==> config.mk <==
export PLATFORM = sky130hd
export DESIGN_NAME = kf_priority_controller_n_flat
export DESIGN_NICKNAME = d
export VERILOG_FILES = /design/src/rtl/kf_priority_controller_n_if.sv /design/src/rtl/kf_priority_controller_n.sv /design/src/flat_wrapper.sv
export SDC_FILE = /design/constraint.sdc
export NUM_CORES = 1
export LEC_CHECK = 0
export BUFFER_PORTS_ARGS = -buffer_cell sky130_fd_sc_hd__buf_2
export CAP_MARGIN = 30
export CORE_MARGIN = 2
export CORE_UTILIZATION = 40
export CTS_BUF_LIST = sky130_fd_sc_hd__clkbuf_8
export DETAILED_ROUTE_END_ITERATION = 16
export GPL_TIMING_DRIVEN = 0
export PLACE_DENSITY = 0.7
export SKIP_CTS_REPAIR_TIMING = 1
export SYNTH_ARGS = -nofsm -noshare
export SYNTH_HDL_FRONTEND = slang
export SYNTH_SLANG_ARGS = --single-unit
==> constraint.sdc <==
create_clock -name clock -period 8.8 [get_ports clock]
set_clock_uncertainty 0.2 [all_clocks]
set_input_delay 0.88 -clock clock [delete_from_list [all_inputs] [get_ports clock]]
set_output_delay 0.88 -clock clock [all_outputs]
set_load 0.005 [all_outputs]
==> src/rtl/kf_priority_controller_n_if.sv <==
// Bus bundle between the N-channel priority controller and its CPU-interface /
// control logic. The master side drives requests, modes and strobes; the slave
// side is the controller itself.
interface kf_priority_controller_n_if #(
   parameter int unsigned CHANNELS = 8,
   parameter int unsigned ID_WIDTH = $clog2(CHANNELS)
);
   logic [CHANNELS-1:0] irq;
   logic                level_triggered;
   logic [CHANNELS-1:0] interrupt_mask;
   logic                special_mask_mode;
   logic                auto_rotate;
   logic                set_priority;
   logic [ID_WIDTH-1:0] set_priority_id;
   logic                ack;
   logic                eoi;
   logic                eoi_specific;
   logic [ID_WIDTH-1:0] eoi_id;
   logic                int_out;
   logic                ack_valid;
   logic [ID_WIDTH-1:0] ack_id;
   logic [CHANNELS-1:0] interrupt_request_register;
   logic [CHANNELS-1:0] in_service_register;
   logic [ID_WIDTH-1:0] priority_pointer;

   modport master (
      output irq, level_triggered, interrupt_mask, special_mask_mode, auto_rotate,
             set_priority, set_priority_id, ack, eoi, eoi_specific, eoi_id,
      input  int_out, ack_valid, ack_id, interrupt_request_register, in_service_register,
             priority_pointer
   );

   modport slave (
      input  irq, level_triggered, interrupt_mask, special_mask_mode, auto_rotate,
             set_priority, set_priority_id, ack, eoi, eoi_specific, eoi_id,
      output int_out, ack_valid, ack_id, interrupt_request_register, in_service_register,
             priority_pointer
   );
endinterface

==> src/rtl/kf_priority_controller_n.sv <==
// N-channel priority controller: request latching (edge or level), in-service
// register, rotating priority pointer and an ack/EOI handshake FSM.
module kf_priority_controller_n #(
   parameter int unsigned CHANNELS = 8,
   parameter int unsigned ID_WIDTH = $clog2(CHANNELS)
) (
   input logic                       clock,
   input logic                       reset_n,
   kf_priority_controller_n_if.slave bus
);

   typedef enum logic {StIdle, StPending} state_t;

   localparam logic [ID_WIDTH-1:0] LastId    = ID_WIDTH'(CHANNELS - 1);
   localparam logic [ID_WIDTH:0]   ChanCount = (ID_WIDTH + 1)'(CHANNELS);

   state_t              state;
   logic [CHANNELS-1:0] irr;
   logic [CHANNELS-1:0] isr;
   logic [CHANNELS-1:0] irq_prev;
   logic [ID_WIDTH-1:0] pointer;
   logic [ID_WIDTH-1:0] grant_id;
   logic                int_req;
   logic                ack_pulse;

   logic [CHANNELS-1:0] eff_isr;
   logic [CHANNELS-1:0] cand;
   logic [CHANNELS-1:0] grant_vec;
   logic [CHANNELS-1:0] eoi_clear;
   logic                win_found;
   logic                isr_found;
   logic                grant;
   logic                eoi_hit;
   logic                set_ok;
   logic [ID_WIDTH-1:0] win_id;
   logic [ID_WIDTH-1:0] top_isr_id;
   logic [ID_WIDTH-1:0] eoi_k;

   // Successor index with wrap at CHANNELS-1, so the pointer never leaves 0..CHANNELS-1.
   function automatic logic [ID_WIDTH-1:0] next_id(logic [ID_WIDTH-1:0] id);
      return (id == LastId) ? '0 : id + ID_WIDTH'(1);
   endfunction

   // Walk channels from the pointer downwards; a candidate wins only if it is seen
   // before the first effective in-service bit (strictly higher priority).
   always_comb begin
      logic [ID_WIDTH:0]   sum;
      logic [ID_WIDTH-1:0] idx;
      sum        = '0;
      idx        = '0;
      eff_isr    = bus.special_mask_mode ? (isr & ~bus.interrupt_mask) : isr;
      cand       = irr & ~bus.interrupt_mask;
      win_found  = 1'b0;
      isr_found  = 1'b0;
      win_id     = '0;
      top_isr_id = '0;
      for (int unsigned i = 0; i < CHANNELS; i++) begin
         sum = {1'b0, pointer} + (ID_WIDTH + 1)'(i);
         if (sum >= ChanCount) sum = sum - ChanCount;
         idx = sum[ID_WIDTH-1:0];
         if (!isr_found && eff_isr[idx]) begin
            isr_found  = 1'b1;
            top_isr_id = idx;
         end
         if (!win_found && !isr_found && cand[idx]) begin
            win_found = 1'b1;
            win_id    = idx;
         end
      end
   end

   // Select the ISR bit an EOI would clear; specific EOIs on idle or
   // out-of-range channels do nothing.
   always_comb begin
      eoi_hit = 1'b0;
      eoi_k   = '0;
      if (bus.eoi) begin
         if (bus.eoi_specific) begin
            for (int unsigned i = 0; i < CHANNELS; i++) begin
               if (bus.eoi_id == ID_WIDTH'(i) && isr[i]) begin
                  eoi_hit = 1'b1;
                  eoi_k   = bus.eoi_id;
               end
            end
         end else if (isr_found) begin
            eoi_hit = 1'b1;
            eoi_k   = top_isr_id;
         end
      end
   end

   // Decode grant / EOI targets to one-hot vectors and validate set_priority_id.
   always_comb begin
      grant     = bus.ack && (state == StPending) && win_found;
      grant_vec = '0;
      eoi_clear = '0;
      set_ok    = 1'b0;
      for (int unsigned i = 0; i < CHANNELS; i++) begin
         grant_vec[i] = grant && (win_id == ID_WIDTH'(i));
         eoi_clear[i] = eoi_hit && (eoi_k == ID_WIDTH'(i));
         if (bus.set_priority_id == ID_WIDTH'(i)) set_ok = bus.set_priority;
      end
   end

   // All state: request/in-service registers, pointer, handshake FSM and its outputs.
   always_ff @(posedge clock or negedge reset_n) begin
      if (!reset_n) begin
         state     <= StIdle;
         irr       <= '0;
         isr       <= '0;
         irq_prev  <= '0;
         pointer   <= '0;
         grant_id  <= '0;
         int_req   <= 1'b0;
         ack_pulse <= 1'b0;
      end else begin
         irq_prev <= bus.irq;
         // A fresh edge on a channel being granted stays pending (set wins).
         if (bus.level_triggered) irr <= bus.irq;
         else                     irr <= (irr & ~grant_vec) | (bus.irq & ~irq_prev);
         // A same-cycle ack on the EOI target re-sets the bit.
         isr <= (isr & ~eoi_clear) | grant_vec;
         if (set_ok)                          pointer <= next_id(bus.set_priority_id);
         else if (bus.auto_rotate && eoi_hit) pointer <= next_id(eoi_k);
         ack_pulse <= bus.ack;
         if (bus.ack) grant_id <= grant ? win_id : LastId;
         unique case (state)
            StIdle: begin
               if (win_found) begin
                  state   <= StPending;
                  int_req <= 1'b1;
               end
            end
            StPending: begin
               if (bus.ack || !win_found) begin
                  state   <= StIdle;
                  int_req <= 1'b0;
               end
            end
            default: begin
               state   <= StIdle;
               int_req <= 1'b0;
            end
         endcase
      end
   end

   assign bus.int_out                    = int_req;
   assign bus.ack_valid                  = ack_pulse;
   assign bus.ack_id                     = grant_id;
   assign bus.interrupt_request_register = irr;
   assign bus.in_service_register        = isr;
   assign bus.priority_pointer           = pointer;

endmodule
==> src/flat_wrapper.sv <==
// flat-port wrapper written by rule: the top's interface ports become plain ports
module kf_priority_controller_n_flat 
#(
   parameter int unsigned CHANNELS = 8,
   parameter int unsigned ID_WIDTH = $clog2(CHANNELS)
)
  (clock, reset_n, bus_irq, bus_level_triggered, bus_interrupt_mask, bus_special_mask_mode, bus_auto_rotate, bus_set_priority, bus_set_priority_id, bus_ack, bus_eoi, bus_eoi_specific, bus_eoi_id, bus_int_out, bus_ack_valid, bus_ack_id, bus_interrupt_request_register, bus_in_service_register, bus_priority_pointer);
  kf_priority_controller_n_if #(.CHANNELS(CHANNELS), .ID_WIDTH(ID_WIDTH)) bus_i ();
  input logic clock;
  input logic reset_n;
  input wire logic [$bits(bus_i.irq)-1:0] bus_irq;
  input wire logic [$bits(bus_i.level_triggered)-1:0] bus_level_triggered;
  input wire logic [$bits(bus_i.interrupt_mask)-1:0] bus_interrupt_mask;
  input wire logic [$bits(bus_i.special_mask_mode)-1:0] bus_special_mask_mode;
  input wire logic [$bits(bus_i.auto_rotate)-1:0] bus_auto_rotate;
  input wire logic [$bits(bus_i.set_priority)-1:0] bus_set_priority;
  input wire logic [$bits(bus_i.set_priority_id)-1:0] bus_set_priority_id;
  input wire logic [$bits(bus_i.ack)-1:0] bus_ack;
  input wire logic [$bits(bus_i.eoi)-1:0] bus_eoi;
  input wire logic [$bits(bus_i.eoi_specific)-1:0] bus_eoi_specific;
  input wire logic [$bits(bus_i.eoi_id)-1:0] bus_eoi_id;
  output wire logic [$bits(bus_i.int_out)-1:0] bus_int_out;
  output wire logic [$bits(bus_i.ack_valid)-1:0] bus_ack_valid;
  output wire logic [$bits(bus_i.ack_id)-1:0] bus_ack_id;
  output wire logic [$bits(bus_i.interrupt_request_register)-1:0] bus_interrupt_request_register;
  output wire logic [$bits(bus_i.in_service_register)-1:0] bus_in_service_register;
  output wire logic [$bits(bus_i.priority_pointer)-1:0] bus_priority_pointer;
  assign bus_i.irq = bus_irq;
  assign bus_i.level_triggered = bus_level_triggered;
  assign bus_i.interrupt_mask = bus_interrupt_mask;
  assign bus_i.special_mask_mode = bus_special_mask_mode;
  assign bus_i.auto_rotate = bus_auto_rotate;
  assign bus_i.set_priority = bus_set_priority;
  assign bus_i.set_priority_id = bus_set_priority_id;
  assign bus_i.ack = bus_ack;
  assign bus_i.eoi = bus_eoi;
  assign bus_i.eoi_specific = bus_eoi_specific;
  assign bus_i.eoi_id = bus_eoi_id;
  assign bus_int_out = bus_i.int_out;
  assign bus_ack_valid = bus_i.ack_valid;
  assign bus_ack_id = bus_i.ack_id;
  assign bus_interrupt_request_register = bus_i.interrupt_request_register;
  assign bus_in_service_register = bus_i.in_service_register;
  assign bus_priority_pointer = bus_i.priority_pointer;
  kf_priority_controller_n #(.CHANNELS(CHANNELS), .ID_WIDTH(ID_WIDTH)) u_core (.clock(clock), .reset_n(reset_n), .bus(bus_i));
endmodule
**Yosys cells after proc, flatten, opt, wreduce, memory -nomap -nowiden**

Index checks and enable logic that the tools add are counted.

- $lt $le $gt $ge: 16
- Reduce and logical (&&, ||, !) cells: 72
- Bitwise gates (word level): 12
- Eq/ne operators: 30
- Mux-type cells: 115
- Add/sub/neg operators: 17

Operators by type and width:

| kind | number |
|---|---|
| 2-to-1 mux 3 bit | 40 |
| 2-to-1 mux 1 bit | 55 |
| logical AND 1 bit | 49 |
| binary-select mux 1 bit (select 3 bit) | 16 |
| equality test 3 bit, second input constant | 16 |
| bitwise AND 8 bit | 5 |
| < comparator 3 x 4 -> 1 bit, second input constant | 8 |
| NOT 8 bit | 4 |
| >= comparator 4 bit, second input constant | 7 |
| equality test 3 x 2 -> 1 bit, second input constant | 8 |
| subtractor 3 x 1 -> 3 bit, second input constant | 8 |
| adder 3 x 3 -> 4 bit, second input constant | 4 |
| zero test 1 bit | 16 |
| 2-to-1 mux 8 bit | 2 |
| OR 8 bit | 2 |
| equality test 3 x 1 -> 1 bit, second input constant | 4 |
| zero test 3 bit | 4 |
| adder 3 x 2 -> 4 bit, second input constant | 2 |
| adder 3 x 1 -> 3 bit, second input constant | 2 |
| adder 3 x 1 -> 4 bit, second input constant | 1 |
| >= comparator 3 x 4 -> 1 bit, second input constant | 1 |
| one-hot mux 1 bit (2 select lines) | 2 |
| != test 2 x 1 -> 1 bit, second input constant | 1 |
| != test 2 bit, second input constant | 1 |
| other kinds (4) | 4 |

- Logic and storage cells: 270
- Register bits after elaboration: 33

**Longest topological paths before layout**

- Depth in word-level cells: 43
- Mapped depth: 19
- Depth with buffers taken out: 14

**Least setup slack after synthesis**

Ideal clock, no wire load.

- Kind: register -> register
- Start point: reg u_core.pointer[0] (netlist: u_core.bus.priority_pointer[0])
- End point: reg u_core.pointer[2] (netlist: u_core.bus.priority_pointer[2])
- Cell stages (with the launch flop): 18
- Data arrival time: 4024 ps
- Setup slack: 4496 ps
- Clock period less this slack: 4304 ps
- Cells stage by stage: dfrtp_1 > buf_4 > inv_2 > buf_6 > buf_4 > ha_1 > buf_2 > inv_2 > clkbuf_1 > mux4_2 > o21ba_2 > a211oi_1 > o32a_1 > a221oi_1 > o31ai_1 > ha_1 > mux2_2 > mux2i_1

- Word-level cells in the longest chain between the ends: 33
- Elaborated cells on any way between the ends: 90

RTL lines:

| element | RTL line | text |
|---|---|---|
| from (decl) | kf_priority_controller_n.sv:21 | `logic [ID_WIDTH-1:0] pointer;` |
| from (signal assigned) | kf_priority_controller_n.sv:123 | `if (set_ok) pointer <= next_id(bus.set_priority_id);` |
| from (signal assigned) | kf_priority_controller_n.sv:124 | `else if (bus.auto_rotate && eoi_hit) pointer <= next_id(eoi_k);` |
| parallel branches: the longest is 33 deep, another holds adder 3 x 1 -> 4 bit | - |  |

Parallel ways; which one is timed is not known. The select of a mux whose other input is x is not followed.
A chain may end at the register's enable or synchronous reset.

**Final worst setup path**

- Start point: reg u_core.pointer[1] (netlist: u_core.bus.priority_pointer[1])
- End point: reg u_core.pointer[2] (netlist: u_core.bus.priority_pointer[2])

The elaborated chain is that of the path after synthesis.

==> impl_results.md <==
* Footprint of the flip-flops and latches at 826 sq um
* Area of the multi-input gates at between 2000 and 3000 sq um
* Grt met2 use at roughly two fifths
* Initial cell density of the core at 41.8%
* WS Path Type: flop to flop
* Register bit count reported by yosys at 33
* Die height at 99.9 um
* Crit path capture type: flop
* Number of clock sinks at 33
* Most instantiated flip-flop cell in the synthesis netlist: dfrtp_1
* Mapped Nets at between 400 and 500
* DR iter-0 viols at between 300 and 400
* Relative max-transition margin at between 30% and 40%
* Overall via count from detail_route at between 3,000 and 4,000
* Diode insertion count for antenna repair at 0
* Final core area utilization at between 40% and 50%
* Final number of max-transition violations at 0
* Total Routing Usage GR at around a quarter
* TritonCTS clock tree: done
* First-pass GRT wire length at about 19,000 um
* Worst hold-check path type: flop to flop
* Most used routing layer: met2
* Static leakage at approximately 1.8 nW
* Net total in the final layout at roughly 500
* Startpoint type of the worst setup path: flop
* Die ar. at 9980 sq um
* Core Footprint at slightly below 9000 sq um
* Routed via count divided by cell count at 6.59
* Syn avg cell area at around 9.4 sq um
* Netlist Area Pre-Place at roughly 3700 sq um
* CTS Buf Count at 5
* Maximum level of the CTS H-tree at 2
* Worst-path maximum fanout at 10
* Synthesis-to-layout area growth at 14.0%
* Met1 routing resource usage after global routing at 32.8%
* Maximum capacitance violations at 0
* Post-synth EDFFs at 0
* Count of filler cells inserted in the layout at between 800 and 900
* P per Cell Area at approximately 420 nW/um^2
* Number of buffers on the longest clock path at 2
* Initial antenna violation count at 0
* Clock Pin Slew Worst Setup and Hold Paths at around 0.070 ns
* Status: completed
* Gpl congestion at about 0.93
* Signal arrival time at the worst endpoint at between 5 and 6 ns
* Sequential area share after synthesis at between 20% and 30%
* Fraction of layout cells with a size suffix above 1 at around a quarter
* Number of detailed-route iterations in the first pass at 5
* Largest net degree at the start of global routing at 34
* Worst-Skew Late Latency at between 0.2 and 0.3 ns
* Total gr overflow at 0
* Post-DP HPWL at between 9000 and 10,000 um
* Clock root buffer: clkbuf_8
* Horizontal die dimension at 99.9 um
* Site Rows at 34
* Final count of hold timing violations at 0
* Wire length reported by the detailed router at between 10,000 and 15,000 um
* Number of remaining DRC errors at 0
* Average wire per standard cell at 21.6 um
* Async set-reset flop share out of synthesis at 100%
* Number of warnings printed during yosys synthesis at 0
* RSZ-0062 raised after global routing: no
* Maximum frequency from static timing analysis at approximately 190 MHz
* Worst-Margin Slew at between 0.9 and 1 ns
* Final critical path time including I/O delays and setup at 5.23 ns
* Buffers added on ports at 53
* Worst vdd ir at 0.236 mV
* Total negative setup slack at 0 ns
* Post-Synthesis Cells at 393
* Antenna violation net count after detailed routing at 0
* Met3 demand-to-capacity share in global routing at 4.87%
* # setup viols final at 0
* CP required at 8.82 ns
* Fin crit share at approximately 59%
* Number of global-route vias before repair at between 3,000 and 4,000
* Ports placed on the boundary at 55
* Distinct cells, synth at just over 70
[layout make-up]
cell class,count,area share [%]
Inverter,18,1.61
Clock buffer,6,1.97
Sequential cell,33,19.7
Buffer,20,2.47
Multi-Input combinational cell,322,63.9
Clock inverter,2,0.805
Timing Repair Buffer,53,6.32
Tap cell,108,3.22
[worst max-delay path: stages (launching register included)]
cell and delay (ns):
dfrtp_1 0.41, clkinv_1 0.26, clkbuf_1 0.33, ha_1 0.35, buf_2 0.28, mux4_2 0.64, a41o_1 0.27, nor3_1 0.66
a221oi_1 0.20, a311o_1 0.40, a21o_1 0.22, inv_1 0.09, ha_1 0.19, ha_1 0.25, mux2_2 0.27, mux2i_1 0.13
[layout by cell type (no fill, tap or decap), types with 3 or more instances in the layout]
master and instances:
buf_2 61, dfrtp_1 33, nand2_1 32, mux2i_1 29
mux4_2 22, o21ai_0 22, a21oi_1 19, nor2b_1 16
inv_1 15, ha_1 14, mux2_2 12, nor3_1 11
nor2_1 11, nand3_1 10, nand2b_1 9, clkbuf_1 8
a21boi_1 8, a31oi_1 7, a211oi_1 6, a41oi_1 6
clkbuf_8 6, a21o_1 5, o22ai_1 4, o21ai_1 4
buf_4 3, and3_1 3, or3_1 3, a221oi_1 3
nand4b_1 3, nand4_1 3, o22a_1 3, a2111oi_0 3
and2_1 3, a32o_1 3
[kinds of logic (layout without fill, tap and decap cells)]
| kind of cell | after synthesis | after routing | synth area share, % |
|---|---|---|---|
| AO/OA/AOI/OAI | 121 | 121 | 23.9 |
| AND/OR/NAND/NOR | 120 | 120 | 18.1 |
| XOR/XNOR | 3 | 3 | 0.714 |
| multiplexers | 64 | 64 | 25.4 |
| buffers and inverters | 38 | 99 | 4.66 |
| flip-flops | 33 | 33 | 22.4 |
| adder cells (fa/ha/maj) | 14 | 14 | 4.76 |
[cells in the mapped netlist, types with 4 or more instances]
master | count | area [sq um]
a41oi_1 | 6 | 52.6
nand2_1 | 32 | 120
nor2_1 | 11 | 41.3
a21o_1 | 5 | 37.5
buf_2 | 8 | 40.0
clkbuf_1 | 8 | 30.0
o22ai_1 | 4 | 25.0
a21oi_1 | 19 | 95.1
o21ai_0 | 22 | 110
dfrtp_1 | 33 | 826
nand3_1 | 10 | 50.1
ha_1 | 14 | 175
a211oi_1 | 6 | 45.0
mux2_2 | 12 | 135
nand2b_1 | 9 | 56.3
inv_1 | 14 | 52.6
nor3_1 | 11 | 55.1
a21boi_1 | 8 | 60.1
o21ai_1 | 4 | 20.0
nor2b_1 | 16 | 100
mux4_2 | 22 | 495
a31oi_1 | 7 | 43.8
mux2i_1 | 29 | 290
[per-layer routing]
layer | part of all wire, % | up-vias | wire [um]
met5 | 0 | - | 0
met3 | 8.6 | 26 | 1050
li1 | - | 1673 | -
met2 | 47 | 210 | 5680
met1 | 42 | 1794 | 5130
met4 | 2.5 | 0 | 309
[state kept, by name, indices dropped and copies added (netlist names)]
name                                   cells
u_core.bus.in_service_register             8
u_core.bus.interrupt_request_register      8
u_core.irq_prev                            8
u_core.bus.ack_id                          3
u_core.bus.priority_pointer                3
u_core.bus.ack_valid                       1
u_core.bus.int_out                         1
u_core.state                               1
[power breakdown]
part | total (mW) | internal, mW | switching (mW)
combinational | 1.38 | 0.520 | 0.857
clock | 0.149 | 0.0912 | 0.0576
sequential | 0.230 | 0.192 | 0.0379
[metrics by stage]
step                total power, mW  hold slack, ns  setup WS (ns)  cells  cell area [sq um]
floorplan                      1.19           0.236           4.50    393               3680
global placement               1.55           0.258           3.62    554               4080
detailed placement             1.57           0.259           3.57    554               4080
CTS                            1.72           0.271           3.56    562               4200
global route                   1.86           0.301           3.27    562               4200
finish                         1.76           0.275           3.57    562               4200
[final timing paths]
path	from	end	slack, ns	depth (start not counted)
min in group asynchronous	reset_n	u_core.bus.interrupt_request_register[0]	0.46	1
min	u_core.state	u_core.bus.int_out	0.28	1
max	u_core.bus.priority_pointer[1]	u_core.bus.priority_pointer[2]	3.57	15
min reg2reg	u_core.state	u_core.bus.int_out	0.28	1
max reg2reg	u_core.bus.priority_pointer[1]	u_core.bus.priority_pointer[2]	3.57	15
max in group asynchronous	reset_n	u_core.bus.in_service_register[3]	7.45	1
No activity file was read; power rests on OpenSTA's default activity.
